**src/rtl/riscv_pkg.sv**
```systemverilog
// Shared RISC-V core types.
// Hazard sequencer state encoding and register constants.
package riscv_pkg;

   typedef enum logic [1:0] {
      HZ_RUN      = 2'd0,
      HZ_MC_START = 2'd1,
      HZ_MC_WAIT  = 2'd2
   } hz_state_e;

   localparam logic [4:0] REG_ZERO = 5'd0;

endpackage

```
**src/rtl/sat_counter.sv**
```systemverilog
// Saturating up-counter with synchronous clear.
// Holds at all-ones instead of wrapping.
module sat_counter #(
   parameter int W = 8
) (
   input  logic         clk,
   input  logic         rst_n,
   input  logic         inc,
   input  logic         clr,
   output logic [W-1:0] q
);

   logic [W-1:0] cnt_q;
   logic [W-1:0] cnt_d;

   always_comb begin
      cnt_d = cnt_q;
      if (clr) begin
         cnt_d = '0;
      end else if (inc && (cnt_q != '1)) begin
         cnt_d = cnt_q + 1'b1;
      end
   end

   always_ff @(posedge clk or negedge rst_n) begin
      if (!rst_n) begin
         cnt_q <= '0;
      end else begin
         cnt_q <= cnt_d;
      end
   end

   assign q = cnt_q;

endmodule

```
**src/rtl/hazard_controller.sv**
```systemverilog
// Pipeline hazard sequencer: load-use, multi-cycle ops,
// data-memory wait states and taken-branch flushes.
module hazard_controller
   import riscv_pkg::*;
#(
   parameter int STALL_CNT_W = 32,
   parameter int MC_TIMEOUT  = 64
) (
   input  logic                   clk,
   input  logic                   rst_n,
   input  logic [4:0]             if_id_rs1,
   input  logic [4:0]             if_id_rs2,
   input  logic                   if_id_use_rs1,
   input  logic                   if_id_use_rs2,
   input  logic                   if_id_valid,
   input  logic [4:0]             id_ex_rd,
   input  logic                   id_ex_mem_read,
   input  logic                   id_ex_is_mc,
   input  logic                   id_ex_valid,
   input  logic                   branch_taken,
   input  logic                   mc_done,
   input  logic                   dmem_req,
   input  logic                   dmem_ready,
   output logic                   stall_if,
   output logic                   stall_id,
   output logic                   stall_ex,
   output logic                   stall_mem,
   output logic                   flush_if_id,
   output logic                   flush_id_ex,
   output logic                   mc_start,
   output logic                   mc_timeout_err,
   output logic [STALL_CNT_W-1:0] stall_cycles,
   output hz_state_e              state_o
);

   localparam int TO_W = (MC_TIMEOUT > 2) ? $clog2(MC_TIMEOUT) : 1;
   localparam logic [TO_W-1:0] TO_LAST = TO_W'(MC_TIMEOUT - 1);

   hz_state_e       state_q;
   hz_state_e       state_d;
   logic            done_q;
   logic            done_d;
   logic            err_q;
   logic            err_d;
   logic            mem_wait;
   logic            load_use;
   logic            rs1_hit;
   logic            rs2_hit;
   logic            to_inc;
   logic            to_clr;
   logic [TO_W-1:0] to_cnt;

   assign mem_wait = dmem_req & ~dmem_ready;

   assign rs1_hit  = if_id_use_rs1 & (if_id_rs1 == id_ex_rd);
   assign rs2_hit  = if_id_use_rs2 & (if_id_rs2 == id_ex_rd);
   assign load_use = id_ex_valid & id_ex_mem_read
                   & (id_ex_rd != REG_ZERO)
                   & if_id_valid & (rs1_hit | rs2_hit);

   always_comb begin
      state_d     = state_q;
      done_d      = done_q;
      err_d       = err_q;
      to_inc      = 1'b0;
      to_clr      = 1'b0;
      stall_if    = 1'b0;
      stall_id    = 1'b0;
      stall_ex    = 1'b0;
      stall_mem   = 1'b0;
      flush_if_id = 1'b0;
      flush_id_ex = 1'b0;
      mc_start    = 1'b0;

      // Outputs are forced quiet while reset is held
      if (!rst_n) begin
         state_d = HZ_RUN;
      end else if (mem_wait) begin
         stall_if  = 1'b1;
         stall_id  = 1'b1;
         stall_ex  = 1'b1;
         stall_mem = 1'b1;
         if ((state_q == HZ_MC_WAIT) && mc_done) begin
            done_d = 1'b1;
         end
      end else begin
         unique case (state_q)
            HZ_RUN: begin
               if (branch_taken && id_ex_valid) begin
                  flush_if_id = 1'b1;
                  flush_id_ex = 1'b1;
               end else if (id_ex_valid && id_ex_is_mc) begin
                  stall_if = 1'b1;
                  stall_id = 1'b1;
                  state_d  = HZ_MC_START;
               end else if (load_use) begin
                  stall_if    = 1'b1;
                  stall_id    = 1'b1;
                  flush_id_ex = 1'b1;
               end
            end
            HZ_MC_START: begin
               mc_start = 1'b1;
               stall_if = 1'b1;
               stall_id = 1'b1;
               stall_ex = 1'b1;
               to_clr   = 1'b1;
               state_d  = HZ_MC_WAIT;
            end
            HZ_MC_WAIT: begin
               stall_if = 1'b1;
               stall_id = 1'b1;
               stall_ex = 1'b1;
               to_inc   = 1'b1;
               if (mc_done || done_q) begin
                  done_d  = 1'b0;
                  state_d = HZ_RUN;
               end else if (to_cnt == TO_LAST) begin
                  err_d   = 1'b1;
                  state_d = HZ_RUN;
               end
            end
            default: begin
               state_d = HZ_RUN;
            end
         endcase
      end
   end

   always_ff @(posedge clk or negedge rst_n) begin
      if (!rst_n) begin
         state_q <= HZ_RUN;
         done_q  <= 1'b0;
         err_q   <= 1'b0;
      end else begin
         state_q <= state_d;
         done_q  <= done_d;
         err_q   <= err_d;
      end
   end

   sat_counter #(
      .W (TO_W)
   ) u_to_cnt (
      .clk   (clk),
      .rst_n (rst_n),
      .inc   (to_inc),
      .clr   (to_clr),
      .q     (to_cnt)
   );

   sat_counter #(
      .W (STALL_CNT_W)
   ) u_stall_cnt (
      .clk   (clk),
      .rst_n (rst_n),
      .inc   (stall_if),
      .clr   (1'b0),
      .q     (stall_cycles)
   );

   assign mc_timeout_err = err_q;
   assign state_o        = state_q;

endmodule

```
**config.mk**
```make
export PLATFORM = sky130hd
export DESIGN_NAME = hazard_controller
export DESIGN_NICKNAME = d
export VERILOG_FILES = /design/src/rtl/riscv_pkg.sv /design/src/rtl/sat_counter.sv /design/src/rtl/hazard_controller.sv
export SDC_FILE = /design/constraint.sdc
export NUM_CORES = 1
export LEC_CHECK = 0
export CAP_MARGIN = 20
export CORE_MARGIN = 4
export CORE_UTILIZATION = 48
export DETAILED_ROUTE_END_ITERATION = 16
export PLACE_DENSITY = 0.8
export SLEW_MARGIN = 20
export SYNTH_ARGS = -nofsm -noshare
export SYNTH_HDL_FRONTEND = slang
export SYNTH_SLANG_ARGS = --single-unit
```
**constraint.sdc**
```tcl
create_clock -name clk -period 3.1 [get_ports clk]
set_clock_uncertainty 0.2 [all_clocks]
set_input_delay 0.62 -clock clk [delete_from_list [all_inputs] [get_ports clk]]
set_output_delay 0.62 -clock clk [all_outputs]
set_load 0.05 [all_outputs]
```
-- After elaboration in Yosys (flattened, before gate mapping)
Cells that the tools add are included.
- $add $sub $neg: 2
- multipliers: 0
- div/mod/pow operators: 0
- $lt $le $gt $ge: 0
- eq/ne operators: 12
- shift operators: 0
- multiplexer cells: 39
- bitwise logic cells: 11
- reduce and logical (&&, ||, !) cells: 15
- operators by type and width (kind ; count):
    adder 32 x 1 -> 32 bit (second input constant) ; 1
    inequality test 32 bit (second input constant) ; 1
    two-way mux 1 bit ; 29
    two-way mux 2 bit ; 6
    two-way mux 6 bit ; 2
    equality test 5 bit ; 2
    AND reduction 4 bit ; 2
    AND 1 bit ; 7
    adder 6 x 1 -> 6 bit (second input constant) ; 1
    equality test 6 bit (second input constant) ; 1
    inequality test 3 bit (second input constant) ; 2
    inequality test 6 bit (second input constant) ; 1
    one-hot mux 2 bit (3 select lines) ; 1
    nonzero test 2 bit ; 3
    logical AND 1 bit ; 5
    AND reduction 5 bit ; 1
    nonzero test 5 bit ; 1
    inequality test 4 x 2 -> 1 bit (second input constant) ; 1
    inverter 1 bit ; 3
    equality test 2 x 1 -> 1 bit (second input constant) ; 1
    equality test 2 bit (second input constant) ; 1
    logical NOT 2 bit ; 1
    inequality test 2 x 1 -> 1 bit (second input constant) ; 1
    inequality test 2 bit (second input constant) ; 1
    4 further kinds ; 4
- flip-flop bits (word level): 42
- latch bits: 0
- memory bits (writable): 0
- ROM bits: 0
- bits of input ports: 27
- output and inout bits: 42
- word-level logic and storage cells: 84
- memories kept: 0

-- Logic depth before layout (Yosys ltp)
Gate-level depths: netlist (run 1).
- depth after elaboration: 11
- depth in mapped cells: 9
- mapped depth without buffers: 8

-- Cells and area by module
A second synthesis (run 1) with hierarchy kept.
- cells, all modules: 298
- area total of the unflattened synthesis: 2723.9 sq um
- modules (own cells, without submodules) (module ; times used ; cells each ; area each (sq um) ; sequential area each (sq um)):
    sat_counter (u_stall_cnt) ; 1 ; 198 ; 1854.3 ; 800.8
    hazard_controller ; 1 ; 65 ; 524.3 ; 100.1
    sat_counter (u_to_cnt) ; 1 ; 35 ; 345.3 ; 150.1

-- Worst setup path after synthesis (run 1)
No wires, ideal clock.
- path type: input to output
- start point: in id_ex_rd[3]
- end point: out flush_id_ex
- data arrival time: 2.800 ns
- required time: 2.280 ns
- setup slack: -0.520 ns
- stages on the path: 5
- buffers on the path: 0
- cells stage by stage: xor2_1 -> nor4_2 -> a32oi_2 -> a211o_1 -> a211oi_1
- word-level cells in the longest chain between the ends: 10
- elaborated cells between the ends (all ways): 15
- classes of those cells: 2 x eq/ne; 6 x mux; 6 x bitwise; 1 x reduce/logical
- ends and longest elaborated chain (what ; line ; RTL):
    start, declared ; hazard_controller.sv:16 ; input logic [4:0] id_ex_rd,
    equality test 5 bit, or another cell as far along ; hazard_controller.sv:55 ; assign rs1_hit = if_id_use_rs1 & (if_id_rs1 == id_ex_rd);
    AND 1 bit, on equally long branches ; hazard_controller.sv:55, hazard_controller.sv:56, hazard_controller.sv:58 ;
    OR 1 bit or AND 1 bit (tied branches) ; hazard_controller.sv:59 ; & if_id_valid & (rs1_hit | rs2_hit);
    AND 1 bit * ; hazard_controller.sv:59 ;
    two-way mux 1 bit * ; hazard_controller.sv:96 ; end else if (load_use) begin
    two-way mux 1 bit * ; hazard_controller.sv:92 ; end else if (id_ex_valid && id_ex_is_mc) begin
    two-way mux 1 bit * ; hazard_controller.sv:89 ; if (branch_taken && id_ex_valid) begin
    two-way mux 1 bit * ; hazard_controller.sv:87 ; unique case (state_q)
    two-way mux 1 bit * ; hazard_controller.sv:78 ; end else if (mem_wait) begin
    two-way mux 1 bit * ; hazard_controller.sv:76 ; if (!rst_n) begin
    end, declared ; hazard_controller.sv:29 ; output logic flush_id_ex,
Mark *: on every way between the ends. The rest lies on a longest branch, timed or not.

-- Final worst setup path (run 1)
- start point: in if_id_rs2[1]
- end point: out flush_id_ex
- word-level cells in the longest chain between the ends: 10
- ends and longest elaborated chain (what ; line ; RTL):
    start, declared ; hazard_controller.sv:12 ; input logic [4:0] if_id_rs2,
    equality test 5 bit ; hazard_controller.sv:56 ; assign rs2_hit = if_id_use_rs2 & (if_id_rs2 == id_ex_rd);
    AND 1 bit ; hazard_controller.sv:56 ;
    OR 1 bit ; hazard_controller.sv:59 ;
    AND 1 bit ; hazard_controller.sv:59 ;
    two-way mux 1 bit ; hazard_controller.sv:96 ;
    two-way mux 1 bit ; hazard_controller.sv:92 ;
    two-way mux 1 bit ; hazard_controller.sv:89 ;
    two-way mux 1 bit ; hazard_controller.sv:87 ;
    two-way mux 1 bit ; hazard_controller.sv:78 ;
    two-way mux 1 bit ; hazard_controller.sv:76 ;
Every way passes these cells.

==> reports/metrics.yaml, run 1 <==
run_status:
  outcome: "complete, no violations"
die:
  rows: 25
  die_h_um: 78.9
  pin_count: 69
  die-area_sq_mm: 0.00623
  fp.dieW_um: 78.9
  start_util_pct: 50.4
  core-area_sq_mm: 0.00479
sta:
  relSlewSlack_pct: 65.3
  max_slew.worst_pin.slew_ns: 0.519
  maxSlewViolCount: 0
  rsz0062_at_grt: "no"
  whs_ns: 0.173
  setup_violations: 0
  fin_setup_tns_ns: 0
  hold_viol: 0
  finalCritPeriodShare_pct: 97.0
  period_minus_slack_ns: 3.01
  max_clock_freq_mhz: 333
setup_path:
  critical_path_required_ns: 2.28
  worst-path-max-fanout: 2
  endpoint_kind: "output port"
  worstSetupPathType: "primary input to output port"
  startpoint_type: "primary input"
  crit_arrival_ns: 2.19
synth:
  synth_ff_type: "dfrtp_1"
  synth.distinct_cells: 45
  yosysWarnings: 0
  synth_edf_count: 0
  syn_area_sq_mm: 0.00241
  ys_seq_area_share_pct: 43.5
  synth-seq-cells: 42
  synthArstFlopShare_pct: 100
  synth_area_leaders: "dfrtp_1, xnor2_1, xor2_1"
  synthCells: 230
  synth_top_area_share_pct: 43.5
  synth.largest_area_cell: "dfrtp_1"
  synth_common_cells: "dfrtp_1, xnor2_1, nand2_1, nand3_1, nand4_1"
  syn_nets: 264
  yosysMostFrequentCell: "dfrtp_1"
  avgSynthCellArea_sq_um: 10.5
clock_network:
  clockRootBuffer: "clkbuf_8"
  numCtsBuffers: 5
  clock_latency_ns: 0.30
  htreeDepth: 2
  clkTransAtPathRegs_ns: 0.09
  post-cts-setup-buffers: 0
  clockBufferDepth: 2
  cts.sinks: 42
  cts_tree: "done"
routing:
  viasPerCell: 5.34
  wl_per_cell_um: 14.3
  drc: 0
  vias: 2041
  drt_iter0_markers: 110
  ant_nets: 0
  drtPass1Iterations: 4
  wirelength_mm: 5.46
global_route:
  antenna_found_initial: 0
  met3_usage_pct: 4.31
  grt-ovfl-total: 0
  grt_usage_pct: 19.0
  grt_first_pass_wirelength_mm: 9.40
  busiest_layer: "met2"
  met1_usage_pct: 24.5
  grt_pass1_vias: 2064
  grt_max_degree: 28
  met2_usage_pct: 31.6
cells_and_area:
  drive_gt1_share_pct: 16.2
  final_area_sq_mm: 0.00344
  fill_cells: 363
  final_net_count: 348
  diodes: 0
  area_growth_pct: 42.6
placed_design:
  place_area_sq_mm: 0.00334
  gp_congestion: 0.748
  dp_hpwl_mm: 4.16
  port_buffers: 68
pwr:
  ir_worst_vdd_mv: 0.718
  leakagePower_nw: 1.51
  power-per-cell-area_mw_per_mm2: 562
worst_hold_path:
  min_path_type: "primary input to async pin"
run:
  drv_cap: 0
## layout by cell type (no fill, tap or decap), drive strengths merged, types with 3 or more instances in the layout
| master | n |
|---|---|
| xnor2 | 31 |
| nand3 | 19 |
| clkbuf | 9 |
| nor4 | 3 |
| inv | 6 |
| clkdlybuf4s50 | 47 |
| buf | 24 |
| xor2 | 13 |
| o21ai | 6 |
| a21oi | 4 |
| and3 | 9 |
| dlygate4sd2 | 4 |
| dfrtp | 42 |
| nand4 | 18 |
| ha | 7 |
| dlymetal6s2s | 4 |
| nand2 | 19 |
| nor2 | 9 |
| and2 | 7 |
| and4 | 5 |
## final timing paths
| kind | cells after the start | end | slack (ns) | from |
|---|---|---|---|---|
| max | 7 | flush_id_ex | 0.09 | if_id_rs2[1] |
| min | 2 | u_stall_cnt.q[24]$_DFFE_PN0P_ | 0.17 | rst_n |
| max reg2reg | 9 | u_stall_cnt.q[27]$_DFFE_PN0P_ | 0.60 | state_o[1]$_DFFE_PN0P_ |
| min reg2reg | 1 | u_stall_cnt.q[26]$_DFFE_PN0P_ | 0.29 | u_stall_cnt.q[26]$_DFFE_PN0P_ |
| max in group asynchronous | 2 | u_stall_cnt.q[4]$_DFFE_PN0P_ | 2.24 | rst_n |
| min in group clk | 1 | u_stall_cnt.q[26]$_DFFE_PN0P_ | 0.29 | u_stall_cnt.q[26]$_DFFE_PN0P_ |
## repair_timing
action,4_1_cts,5_1_grt
hold endpoints to repair,0,0
resized for setup,9,14
hold buffers,0,0
setup endpoints to repair,3,3
pin swaps,5,8
cloned,0,0
## cell families after synthesis
group | Yosys count | share of synthesized area (%)
AND/OR/NAND/NOR | 101 | 25.2
XOR/XNOR | 44 | 16.0
flip-flops | 42 | 43.5
AO/OA/AOI/OAI | 23 | 8.35
buffers and inverters | 12 | 2.64
adder cells (fa/ha/maj) | 7 | 3.63
multiplexers | 1 | 0.622
## worst max-delay path: stages
cell	delay (ns)
clkdlybuf4s50_1	0.47
xnor2_1	0.11
and2_1	0.16
a32oi_2	0.06
a211o_1	0.32
a211oi_4	0.28
buf_12	0.17
## report_power, final
group          internal [W]  switching, W  leakage [nW]
registers          0.000613     0.0000881         0.573
clock network      0.000241      0.000190        0.0585
logic              0.000330      0.000472         0.882
## through the flow
step | std cells | total power, W | setup WS, ns | util, %
floorplan | 230 | 0.00119 | 0.0812 | -
global placement | 374 | 0.00150 | -0.195 | 69.8
detailed placement | 374 | 0.00151 | -0.220 | 69.8
CTS | 382 | 0.00194 | 0.0105 | 71.9
global route | 382 | 0.00204 | 0.00457 | 71.9
finish | 382 | 0.00193 | 0.0926 | 71.9
## registers in the layout (all words and copies together) (netlist names)
signal and count:
done_q 1, mc_timeout_err 1, u_to_cnt.q 6, u_stall_cnt.q 32, state_o 2
## layer usage
| metal | up-vias | wire length, um | share of wire (%) |
|---|---|---|---|
| met5 | - | 0 | 0 |
| met4 | 0 | 70 | 1.3 |
| met3 | 6 | 283 | 5.2 |
| met2 | 58 | 2640 | 48 |
| met1 | 978 | 2460 | 45 |
| li1 | 999 | - | - |
## layout make-up
cell class              count  area [sq um]  area share [%]
clock buffers               5          68.8            2.00
clock inverters             3          43.8            1.27
inverters                   5          18.8           0.545
multi-input cells         176          1330            38.5
flip-flops and latches     42          1050            30.5
well taps                  67          83.8            2.44
repair buffers             84           851            24.7
Power figures use the tool's default switching activity.
==> inputs of run 2 (changes only) <==
--- a/config.mk
+++ b/config.mk
@@ -7,9 +7,10 @@
 export LEC_CHECK = 0
 export CAP_MARGIN = 20
 export CORE_MARGIN = 4
-export CORE_UTILIZATION = 48
+export CORE_UTILIZATION = 49
+export CTS_BUF_LIST = sky130_fd_sc_hd__clkbuf_2 sky130_fd_sc_hd__clkbuf_4 sky130_fd_sc_hd__clkbuf_8
 export DETAILED_ROUTE_END_ITERATION = 16
-export PLACE_DENSITY = 0.8
+export PLACE_DENSITY = 0.82
 export SLEW_MARGIN = 20
 export SYNTH_ARGS = -nofsm -noshare
 export SYNTH_HDL_FRONTEND = slang
==> run 2 against run 1 <==
Against the previous run: cell area down 1.6%; sequential power is essentially flat; combinational power fell by 2%; highest routed layer unchanged; critical path type unchanged; largest power group unchanged.
==> reports/metrics.yaml, run 2 (synthesis results as in run 1) <==
run_status:
  outcome: "complete, no violations"
global_route:
  grt-ovfl-total: 0  # unchanged
  grt_pass1_vias: 2078  # +0.68%
  antenna_found_initial: 0  # unchanged
  grt_max_degree: 30  # +7.1%
  grt_usage_pct: 18.8  # -0.17 points
  grt_first_pass_wirelength_mm: 9.36  # -0.44%
clock_network:
  holdBufCountCts: 0  # unchanged
  htreeDepth: 2  # unchanged
  clkTransAtPathRegs_ns: 0.08  # about the same
  clockBufferDepth: 2  # unchanged
  cts.sinks: 42  # unchanged
  cts_tree: "done"
  clockRootBuffer: "clkbuf_8"
  numCtsBuffers: 5  # unchanged
  clock_latency_ns: 0.29  # about the same
placed_design:
  gp_congestion: 0.757  # +1.1%
  place_area_sq_mm: 0.00329  # -1.3%
  port_buffers: 68  # unchanged
  dp_hpwl_mm: 4.21  # +1.2%
  pre_cts_slack_ns: -0.227  # -0.00774 ns
cells_and_area:
  final_net_count: 342  # -1.7%
  drive_gt1_share_pct: 13.9  # -2.3 points
  diodes: 0  # unchanged
  largest_reg_flops: 32  # unchanged
  fin_util_pct: 71.2  # -0.71 points
  most-common-layout-cells: "clkdlybuf4s50_1, dfrtp_1, xnor2_1"
  area_growth_pct: 40.3
  final_common_cell: "clkdlybuf4s50_1"
  final_area_sq_mm: 0.00339  # -1.6%
sta:
  finalWorstSetupSlack_ns: 0.0847  # -0.00789 ns
  whs_ns: 0.146  # -0.0268 ns
  hold_viol: 0  # unchanged
  setup_violations: 0  # unchanged
  finalCritPeriodShare_pct: 97.3  # +0.25 points
  maxSlewViolCount: 0  # unchanged
  max_clock_freq_mhz: 332  # -0.26%
  max_slew.worst_pin.slew_ns: 0.619  # +0.100 ns
  rsz0062_at_grt: "no"
  relSlewSlack_pct: 58.7  # -6.6 points
  period_minus_slack_ns: 3.02  # +0.00789 ns
worst_hold_path:
  min_path_type: "primary input to async pin"
routing:
  viasPerCell: 5.44  # +1.7%
  ant_nets: 0  # unchanged
  drc: 0  # unchanged
  wl_per_cell_um: 14.5  # +1.3%
  vias: 2044  # +0.15%
  drt_iter0_markers: 120  # +9.1%
  wirelength_mm: 5.44  # -0.26%
  drtPass1Iterations: 4  # unchanged
setup_path:
  cp_slowest_cell: "clkdlybuf4s50_1"
  crit_chain: "clkdlybuf4s50_1 -> xnor2_1 -> and2_1 -> a32oi_2 -> a211o_1 -> a211oi_4 -> buf_12"
  endpoint_kind: "output port"
  cpPeakStageDelay_ns: 0.47  # about the same
  startpoint_type: "primary input"
  worst-path-max-fanout: 2  # unchanged
  critical_path_required_ns: 2.28  # about the same
  crit_arrival_ns: 2.20  # about the same
  worstSetupPathType: "primary input to output port"
die:
  rows: 25  # unchanged
  pin_count: 69  # unchanged
  core-area_sq_mm: 0.00475  # -0.65%
  fp.dieW_um: 78.2  # -0.93%
  die-area_sq_mm: 0.00611  # -1.8%
  die_h_um: 78.2  # -0.93%
  start_util_pct: 50.8  # +0.33 points
run:
  drv_cap: 0  # unchanged
pwr:
  power-per-cell-area_mw_per_mm2: 547  # -2.7%
  ir_worst_vdd_mv: 0.627  # -13%
  leakagePower_nw: 1.47  # -3.0%
## run 2: cell types whose count changed in the layout (fill, tap and decap cells not counted), sizes merged
cell,change
buf,-6
clkdlybuf4s15,+2
bufinv,-1
dlygate4sd2,+1
dlymetal6s2s,-1
inv,-1
## run 2: path summary, 6_finish.rpt
check	startpoint	end	slack, ns	cells after the start
worst max-delay path	if_id_rs2[1]	flush_id_ex	0.08	7
worst min-delay path	rst_n	done_q$_DFFE_PN0P_	0.15	2
worst max register to register	state_o[0]$_DFFE_PN0P_	u_stall_cnt.q[16]$_DFFE_PN0P_	0.40	8
worst min register to register	u_stall_cnt.q[27]$_DFFE_PN0P_	u_stall_cnt.q[27]$_DFFE_PN0P_	0.29	1
max in group asynchronous	rst_n	u_stall_cnt.q[19]$_DFFE_PN0P_	2.25	2
min in group clk	u_stall_cnt.q[27]$_DFFE_PN0P_	u_stall_cnt.q[27]$_DFFE_PN0P_	0.29	1
## run 2: final cells by class
cell class              instances  area (sq um)
flip-flops and latches         42          1050
fillers                       361          1370
clock inverters                 1          5.00
multi-input cells             176          1330
clock buffers                   7          90.1
inverters                       5          18.8
repair buffers                 78           812
well taps                      67          83.8
## run 2: power by group
group | switching, W | internal [W]
Combinational | 0.000466 | 0.000322
Sequential | 0.0000855 | 0.000614
Clock | 0.000176 | 0.000188
## run 2: stage by stage
step                      total power, W  setup TNS (ns)  std cells
final                            0.00185               0        376
after CTS                        0.00187               0        376
after global routing             0.00196               0        376
after detailed placement         0.00150           -2.45        368
after floorplan                  0.00119               0        230
after global placement           0.00148           -1.39        368
## run 2: what timing repair did
action	4_1_cts	5_1_grt
buffers inserted	0	0
pin swaps	5	9
setup endpoints to repair	3	1
gates resized for setup	10	11
## run 2: worst max-delay path, delay by kind of cell
kind	cells	cell delay, ns
AOI/OAI and AO/OA	3	0.67
buffers and inverters	2	0.64
and+or+nand+nor	1	0.16
xor gates and xnor gates	1	0.11
## run 2: routing by layer
metal,routed length [um],up-vias,global-route usage [%]
li1,-,983,-
met5,0,-,0
met1,2370,992,24.7
met4,93,0,6.12
met2,2720,58,30.9
met3,258,11,4.24
